$ cat config.mk
export PLATFORM = sky130hd
export DESIGN_NAME = adder_result_collector
export DESIGN_NICKNAME = d
export VERILOG_FILES = /design/src/rtl/adder_result_collector.sv
export SDC_FILE = /design/constraint.sdc
export NUM_CORES = 1
export LEC_CHECK = 0
export BUFFER_PORTS_ARGS = -buffer_cell sky130_fd_sc_hd__buf_2
export CAP_MARGIN = 15
export CORE_MARGIN = 2
export CORE_UTILIZATION = 30
export DETAILED_ROUTE_END_ITERATION = 8
export SLEW_MARGIN = 20
export SYNTH_ARGS = -nofsm -noshare
export SYNTH_HDL_FRONTEND = slang
export SYNTH_SLANG_ARGS = --single-unit
$ cat constraint.sdc
create_clock -name clk -period 3.9 [get_ports clk]
set_input_delay 0.39 -clock clk [delete_from_list [all_inputs] [get_ports clk]]
set_output_delay 0.39 -clock clk [all_outputs]
set_load 0.02 [all_outputs]
$ cat src/rtl/adder_result_collector.sv
// adder_result_collector: FIFO that collects {carry, sum} results from an upstream adder.
// Latency: a result pushed on edge k is visible on out_data/out_valid right after edge k; outputs depend on registers only.
// Backpressure: out_valid/out_ready handshake. When full, a push is accepted only if a pop happens in the same cycle; otherwise it is dropped and ovf is set.
//
// Ports:
//   clk, rst_n           - single clock, asynchronous active-low reset
//   in_valid/in_sum/in_carry - upstream adder result (no backpressure towards the adder)
//   out_valid/out_ready/out_data - head entry {carry, sum}; out_data is zero when empty
//   level                - number of entries held (0..DEPTH)
//   carry_cnt            - saturating count of accepted results with carry=1
//   ovf / ovf_clr        - sticky drop flag and its clear (a drop in the clear cycle wins)
//   out_parity           - XOR of out_data bits; only present when ADDER_RESULT_PARITY_EN is defined
module adder_result_collector #(
  parameter int N     = 4,
  parameter int DEPTH = 4
) (
  input  logic                   clk,
  input  logic                   rst_n,
  input  logic                   in_valid,
  input  logic [N-1:0]           in_sum,
  input  logic                   in_carry,
  output logic                   out_valid,
  input  logic                   out_ready,
  output logic [N:0]             out_data,
  output logic [$clog2(DEPTH):0] level,
  output logic [7:0]             carry_cnt,
  output logic                   ovf,
  input  logic                   ovf_clr
`ifdef ADDER_RESULT_PARITY_EN
  ,
  output logic                   out_parity
`endif
);

  localparam int AW = $clog2(DEPTH);
  localparam logic [AW:0] LVL_ONE = 1;

  logic [N:0]  r_mem [DEPTH];
  logic [AW:0] r_wr_ptr;
  logic [AW:0] r_rd_ptr;
  logic [AW:0] r_level;
  logic [7:0]  r_carry_cnt;
  logic        r_ovf;

  logic w_empty;
  logic w_full;
  logic w_pop;
  logic w_push;
  logic w_drop;

  // Pointers carry one extra wrap bit so full and empty are distinguishable.
  assign w_empty = (r_wr_ptr == r_rd_ptr);
  assign w_full  = (r_wr_ptr[AW] != r_rd_ptr[AW]) &&
                   (r_wr_ptr[AW-1:0] == r_rd_ptr[AW-1:0]);

  assign w_pop  = !w_empty && out_ready;
  // A pop in the same cycle frees the slot, so a full FIFO can still take the push.
  assign w_push = in_valid && (!w_full || w_pop);
  assign w_drop = in_valid && w_full && !w_pop;

  // Storage is not reset; entries are only reachable through the reset pointers.
  always_ff @(posedge clk) begin
    if (w_push) begin
      r_mem[r_wr_ptr[AW-1:0]] <= {in_carry, in_sum};
    end
  end

  always_ff @(posedge clk or negedge rst_n) begin
    if (!rst_n) begin
      r_wr_ptr    <= '0;
      r_rd_ptr    <= '0;
      r_level     <= '0;
      r_carry_cnt <= '0;
      r_ovf       <= 1'b0;
    end else begin
      if (w_push) begin
        r_wr_ptr <= r_wr_ptr + LVL_ONE;
      end
      if (w_pop) begin
        r_rd_ptr <= r_rd_ptr + LVL_ONE;
      end

      case ({w_push, w_pop})
        2'b10:   r_level <= r_level + LVL_ONE;
        2'b01:   r_level <= r_level - LVL_ONE;
        default: r_level <= r_level;
      endcase

      if (w_push && in_carry && (r_carry_cnt != 8'hFF)) begin
        r_carry_cnt <= r_carry_cnt + 8'd1;
      end

      // Set has priority over clear so a drop in the clearing cycle is not lost.
      if (w_drop) begin
        r_ovf <= 1'b1;
      end else if (ovf_clr) begin
        r_ovf <= 1'b0;
      end
    end
  end

  assign out_valid = !w_empty;
  assign out_data  = w_empty ? '0 : r_mem[r_rd_ptr[AW-1:0]];
  assign level     = r_level;
  assign carry_cnt = r_carry_cnt;
  assign ovf       = r_ovf;

`ifdef ADDER_RESULT_PARITY_EN
  assign out_parity = ^out_data;
`endif

endmodule

Word-level counts from Yosys, hierarchy flattened. Memories as Yosys holds them, arrays and structs flattened. Cells that the tools add are included.

Flip-flop bits (word level): 18. Bits in writable memories: 20. Input bits: 10. Output and inout port bits: 18. Memories kept: 1.

Add/subtract/negate cells: 5. Eq/ne operators: 6. Mux-type cells: 6. Reduce and logical (&&, ||, !) cells: 13.

Memories: r_mem (words 4, bits a word 5, rd ports 1, clocked after memory_dff 0, wr ports 1, RTL line 38) `logic [N:0] r_mem [DEPTH];`.

Operators with widths (count): adder 3 x 1 -> 3 bit (second input constant) (3); adder 8 x 1 -> 8 bit (second input constant) (1); inequality test 8 bit (second input constant) (1); logical AND 1 bit (7); case mux 3 bit (2 select lines) (1); 2-to-1 mux 5 bit (1); 2-to-1 mux 1 bit (4); nonzero test 2 bit (2); == test 3 bit (1); zero test 1 bit (3); subtractor 3 x 1 -> 3 bit (second input constant) (1); == test 2 x 1 -> 1 bit (second input constant) (1); == test 2 bit (1); == test 2 bit (second input constant) (1); logical OR 1 bit (1); inequality test 1 bit (1).

Longest topological paths before layout.
Depth after elaboration: 7. Mapped depth: 9. Depth with buffers taken out: 8.

Least setup slack after synthesis. OpenSTA, ideal clock, no wires.

Path type: reg2reg. Start: reg r_rd_ptr[1]. End: reg r_level[1] (netlist: level[1]). Library setup time: 104 ps. Arrival time: 2292 ps. Required time: 3796 ps. Setup slack: 1505 ps. Cell stages (with the launch flop): 10. Path buffers: 1. Clock period less this slack: 2395 ps. Cells stage by stage: dfrtp_1 > buf_4 > xnor2_1 > nand3b_2 > nand2_1 > nor2_1 > fa_1 > nand2b_1 > o22ai_1 > a221oi_1.

Cells in the longest elaborated chain, start to end: 7. Elaborated cells on any way between the ends: 12. Those cells by class: eq/ne: 4; mux: 1; reduce/logical: 7.

RTL lines: from (decl) (RTL line 40) `logic [AW:0] r_rd_ptr;`; from (signal assigned) (RTL line 80) `r_rd_ptr <= r_rd_ptr + LVL_ONE;`; == test 3 bit (*) (RTL line 52) `assign w_empty = (r_wr_ptr == r_rd_ptr);`; zero test 1 bit (*); named net out_valid (RTL line 22) `output logic out_valid,`; logical AND 1 bit (*) (RTL line 56) `assign w_pop = !w_empty && out_ready;`; logical OR 1 bit (RTL line 58) `assign w_push = in_valid && (!w_full || w_pop);`; logical AND 1 bit (RTL line 58); == test 2 x 1 -> 1 bit or == test 2 bit (tied branches) (RTL line 83) `case ({w_push, w_pop})`; case mux 3 bit (2 select lines) or nonzero test 2 bit (tied branches); to (signal assigned) (RTL line 84) `2'b10: r_level <= r_level + LVL_ONE;`; to (signal assigned) (RTL line 85) `2'b01: r_level <= r_level - LVL_ONE;`; to (signal assigned) (RTL line 86) `default: r_level <= r_level;`; to (decl) (RTL line 41) `logic [AW:0] r_level;`.

Mark *: on every way through the listed nets, which the timed path passes. The rest lies on a longest branch. A chain may end at the register's enable or synchronous reset.

Final worst setup path.
Start: reg r_rd_ptr[1]. End: reg r_level[1] (netlist: level[1]).

Cells in the longest elaborated chain, start to end: 7. Elaborated cells on any way between the ends: 12. Those cells by class: eq/ne: 4; mux: 1; reduce/logical: 7.

RTL lines (RTL line): == test 3 bit or == test 2 bit (tied branches) (52, 54); zero test 1 bit or logical AND 1 bit (tied branches) (56, 53); logical AND 1 bit or zero test 1 bit (tied branches) (56, 58); logical OR 1 bit (58); logical AND 1 bit (58); == test 2 x 1 -> 1 bit or == test 2 bit (tied branches) (83); case mux 3 bit (2 select lines) or nonzero test 2 bit (tied branches).

Several ways; a longest one is shown, not always the timed one.

==> flow_metrics.py <==
metrics = {
    "status": {
        "outcome": "finished clean",
    },
    "synth": {
        "postSynthCellCount": 124,
        "syn-mean-instance-area_sq_um": 14.8,
        "synth_area_in_compound_gates_pct": 6.00,
        "netlist_area_sq_um": 1840,
        "synth.cells.most_frequent": "edfxtp_1, dfrtp_1, xor2_1",
        "synth_largest_type_area_fraction_pct": 32.7,
        "synthDistinctLibCells": 33,
        "synth_top_cell_by_area": "edfxtp_1",
        "seq_area_frac_synth_pct": 57.3,
        "synth_fa_ha_area_share_pct": 5.18,
        "synth_top_family_by_area": "simple AND/OR/NAND/NOR gates",
        "synth.top_cells.by_area": "edfxtp_1, dfrtp_1, mux4_1",
        "synth_edf_count": 20,
        "postSynthNetCount": 141,
        "synth_async_sr_flop_share_pct": 47.4,
        "yosys.area_share.simple_pct": 11.1,
        "post_synth_mux_area_share_pct": 9.48,
        "synth_most_common_cell": "edfxtp_1",
        "synth-warning-count": 0,
        "synth-xor-area-share_pct": 8.45,
        "synth-seq-cells": 38,
        "ys.flop_type": "edfxtp_1",
    },
    "clock_network": {
        "cts_root_buffer": "clkbuf_8",
        "clock_insertion_delay_worst_skew_ns": 0.29,
        "clock_sink_count": 38,
        "cts_repair_resize_count": 0,
        "numCtsBuffers": 5,
        "cts_setup_buffers": 0,
        "cts_buffer_depth": 2,
        "cts_hold_repair.buffers": 0,
        "clk_pin_slew_ns": 0.08,
        "tritoncts": "built",
        "h-tree-depth": 2,
    },
    "timing": {
        "timing.slew.headroom_pct": 68.0,
        "clock-skew-final_ns": 0.00633,
        "report.final.setup_viol": 0,
        "final_number_of_max_transition_violations": 0,
        "worstMarginPinSlew_ns": 0.478,
        "period_share_pct": 63.7,
        "timing.final.hold_violations": 0,
        "grt_setup_unrepaired": "false",
        "totalNegativeSetupSlack_ns": 0,
        "max_freq_mhz": 402,
        "fin_crit_ns": 2.49,
    },
    "worst_setup_path": {
        "critical-path-max-stage-delay_ns": 0.50,
        "worst-path-buf-inv": 0,
        "cp.arrival_ns": 2.68,
        "worst-setup-path-type": "reg -> reg",
        "critPathTopFamily": "simple AND/OR/NAND/NOR gates",
        "critical_path_cell_count": 8,
        "critPathMaxFanout": 10,
        "setup.worst_path.end_class": "flip-flop",
        "r2r_cells": 8,
        "crit_required_ns": 4.09,
        "critical-path-slowest-cell": "dfrtp_1",
        "timing.critical_path.cells": "xnor2_1, nand3b_2, nand2_1, nor2_1, fa_1, mux2i_1, and3_1, a221oi_1",
        "critPathLaunchType": "flip-flop",
    },
    "drt": {
        "drt-pass1-iter-count": 6,
        "vias": 1039,
        "route.detailed.wl_per_inst_microns": 13.6,
        "postRouteWirelength_mm": 3.15,
        "post_drt_via_cell_ratio": 4.50,
        "drcViolationCount": 0,
        "first_iter_violations": 53,
        "final_antenna_net_count": 0,
    },
    "die": {
        "die_width_microns": 82.2,
        "initial_core_util_pct": 31.0,
        "die_area_sq_um": 6760,
        "dieHeight_microns": 82.2,
        "coreArea_sq_um": 5920,
        "floorplan.rows": 28,
        "boundaryPins": 28,
    },
    "pwr": {
        "p_leak_nw": 0.909,
        "ir_drop_mv": 0.392,
        "power-per-cell-area_nw_per_um2": 819,
        "power_mw": 1.75,
    },
    "place": {
        "gp_congestion": 0.810,
        "dp_hpwl_mm": 2.28,
        "number_of_buffers_added_on_ports": 27,
    },
    "cells_and_area": {
        "total_inserted_antenna_cells": 0,
        "flow.area_growth_from_synthesis_pct": 16.4,
        "finish.net_count": 172,
        "drive_gt1_share_pct": 31.4,
        "num-fill-cells": 553,
    },
    "grt": {
        "grt_pass1_wl_mm": 5.49,
        "groute.layer.met3.usage_pct": 4.24,
        "antenna_found_initial": 0,
        "pin_count_of_the_biggest_net_entering_global_routing": 19,
        "aggregate_global_route_resource_usage_pct": 11.1,
        "grtUsageMet2_pct": 18.3,
        "globalRoute.busiestLayer": "met2",
        "grtUsageMet1_pct": 13.6,
        "number_of_global_route_vias_before_repair": 1119,
        "grt-ovfl-total": 0,
    },
    "run": {
        "maxCapViolCount": 0,
    },
    "worst_hold_path": {
        "timing.hold.worst.class": "in -> async",
    },
}
[cells in the final DEF (no fill, tap or decap), drive strengths merged]
cell type,count
and3,2
nor4,1
a41oi,1
nand3b,1
mux2,2
and2,10
o21ai,1
clkbuf,6
buf,27
a21oi,2
clkinv,1
dfrtp,18
mux4,5
xnor2,7
nand2,5
xor2,9
mux2i,2
nor2,5
nor3,1
fa,1
inv,6
nand2b,1
ha,6
nand3,7
o22ai,4
edfxtp,20
o21a,1
o311ai,1
a221oi,1
clkinvlp,1
or2,1
[logic make-up (layout without fill, tap and decap cells)]
family,after synthesis,after routing
AOI/OAI and AO/OA,11,11
adders and majority gates,7,7
and+or+nand+nor,34,34
DFF,38,38
buffers and inverters,9,41
muxes,9,9
xor gates and xnor gates,16,16
[worst reg2reg max path, stage by stage, from the launching register on]
cell and delay [ns]:
dfrtp_1 0.50, xnor2_1 0.38, nand3b_2 0.24, nand2_1 0.23, nor2_1 0.07, fa_1 0.49, mux2i_1 0.07, and3_1 0.20
a221oi_1 0.20
[metal layers]
layer / routed length (microns) / part of all wire (%) / vias up
li1: - / - / 513
met1: 1410 / 45 / 502
met2: 1570 / 50 / 22
met3: 160 / 5.1 / 2
met4: 6 / 0.19 / 0
met5: 0 / 0 / -
[through the flow]
step	std cells	utilization, %	cell area (sq um)	worst slack [ns]	hold WS, ns
final	231	36.1	2140	1.41	0.0164
after global routing	231	36.1	2140	1.13	0.0484
after CTS	231	36.1	2140	1.39	0.0282
after detailed placement	223	34.5	2040	1.41	0.349
after global placement	223	34.5	2040	1.47	0.358
after floorplan	124	-	1840	1.50	0.0944
[path summary, 6_finish.rpt]
path,from,end,slack (ns)
worst max-delay path,r_rd_ptr[1],level[1],1.41
worst min-delay path,rst_n,carry_cnt[1],0.02
worst max register to register,r_rd_ptr[1],level[1],1.41
worst min register to register,level[2],level[2],0.48
max in group asynchronous,rst_n,r_rd_ptr[0],3.59
min in group clk,ovf_clr,ovf,0.30
[power by group]
part	switching [mW]	leakage (nW)	internal, mW
combinational	0.442	0.457	0.342
sequential	0.130	0.405	0.554
clock	0.140	0.0472	0.142
[registers in the layout (all words and copies together) (netlist names)]
name	flops
carry_cnt	8
r_rd_ptr	3
r_wr_ptr	3
ovf	1
level	3
r_mem	20
[layout make-up]
type / instances / area (sq um) / area share (%)
sequential: 38 / 1050 / 49.2
tap: 75 / 93.8 / 4.39
clock inverter: 2 / 12.5 / 0.586
clock buffer: 6 / 82.6 / 3.87
inverter: 6 / 22.5 / 1.05
timing repair buffer: 27 / 135 / 6.33
multi-input combinational: 77 / 738 / 34.6
No activity file was read; power rests on OpenSTA's default activity.
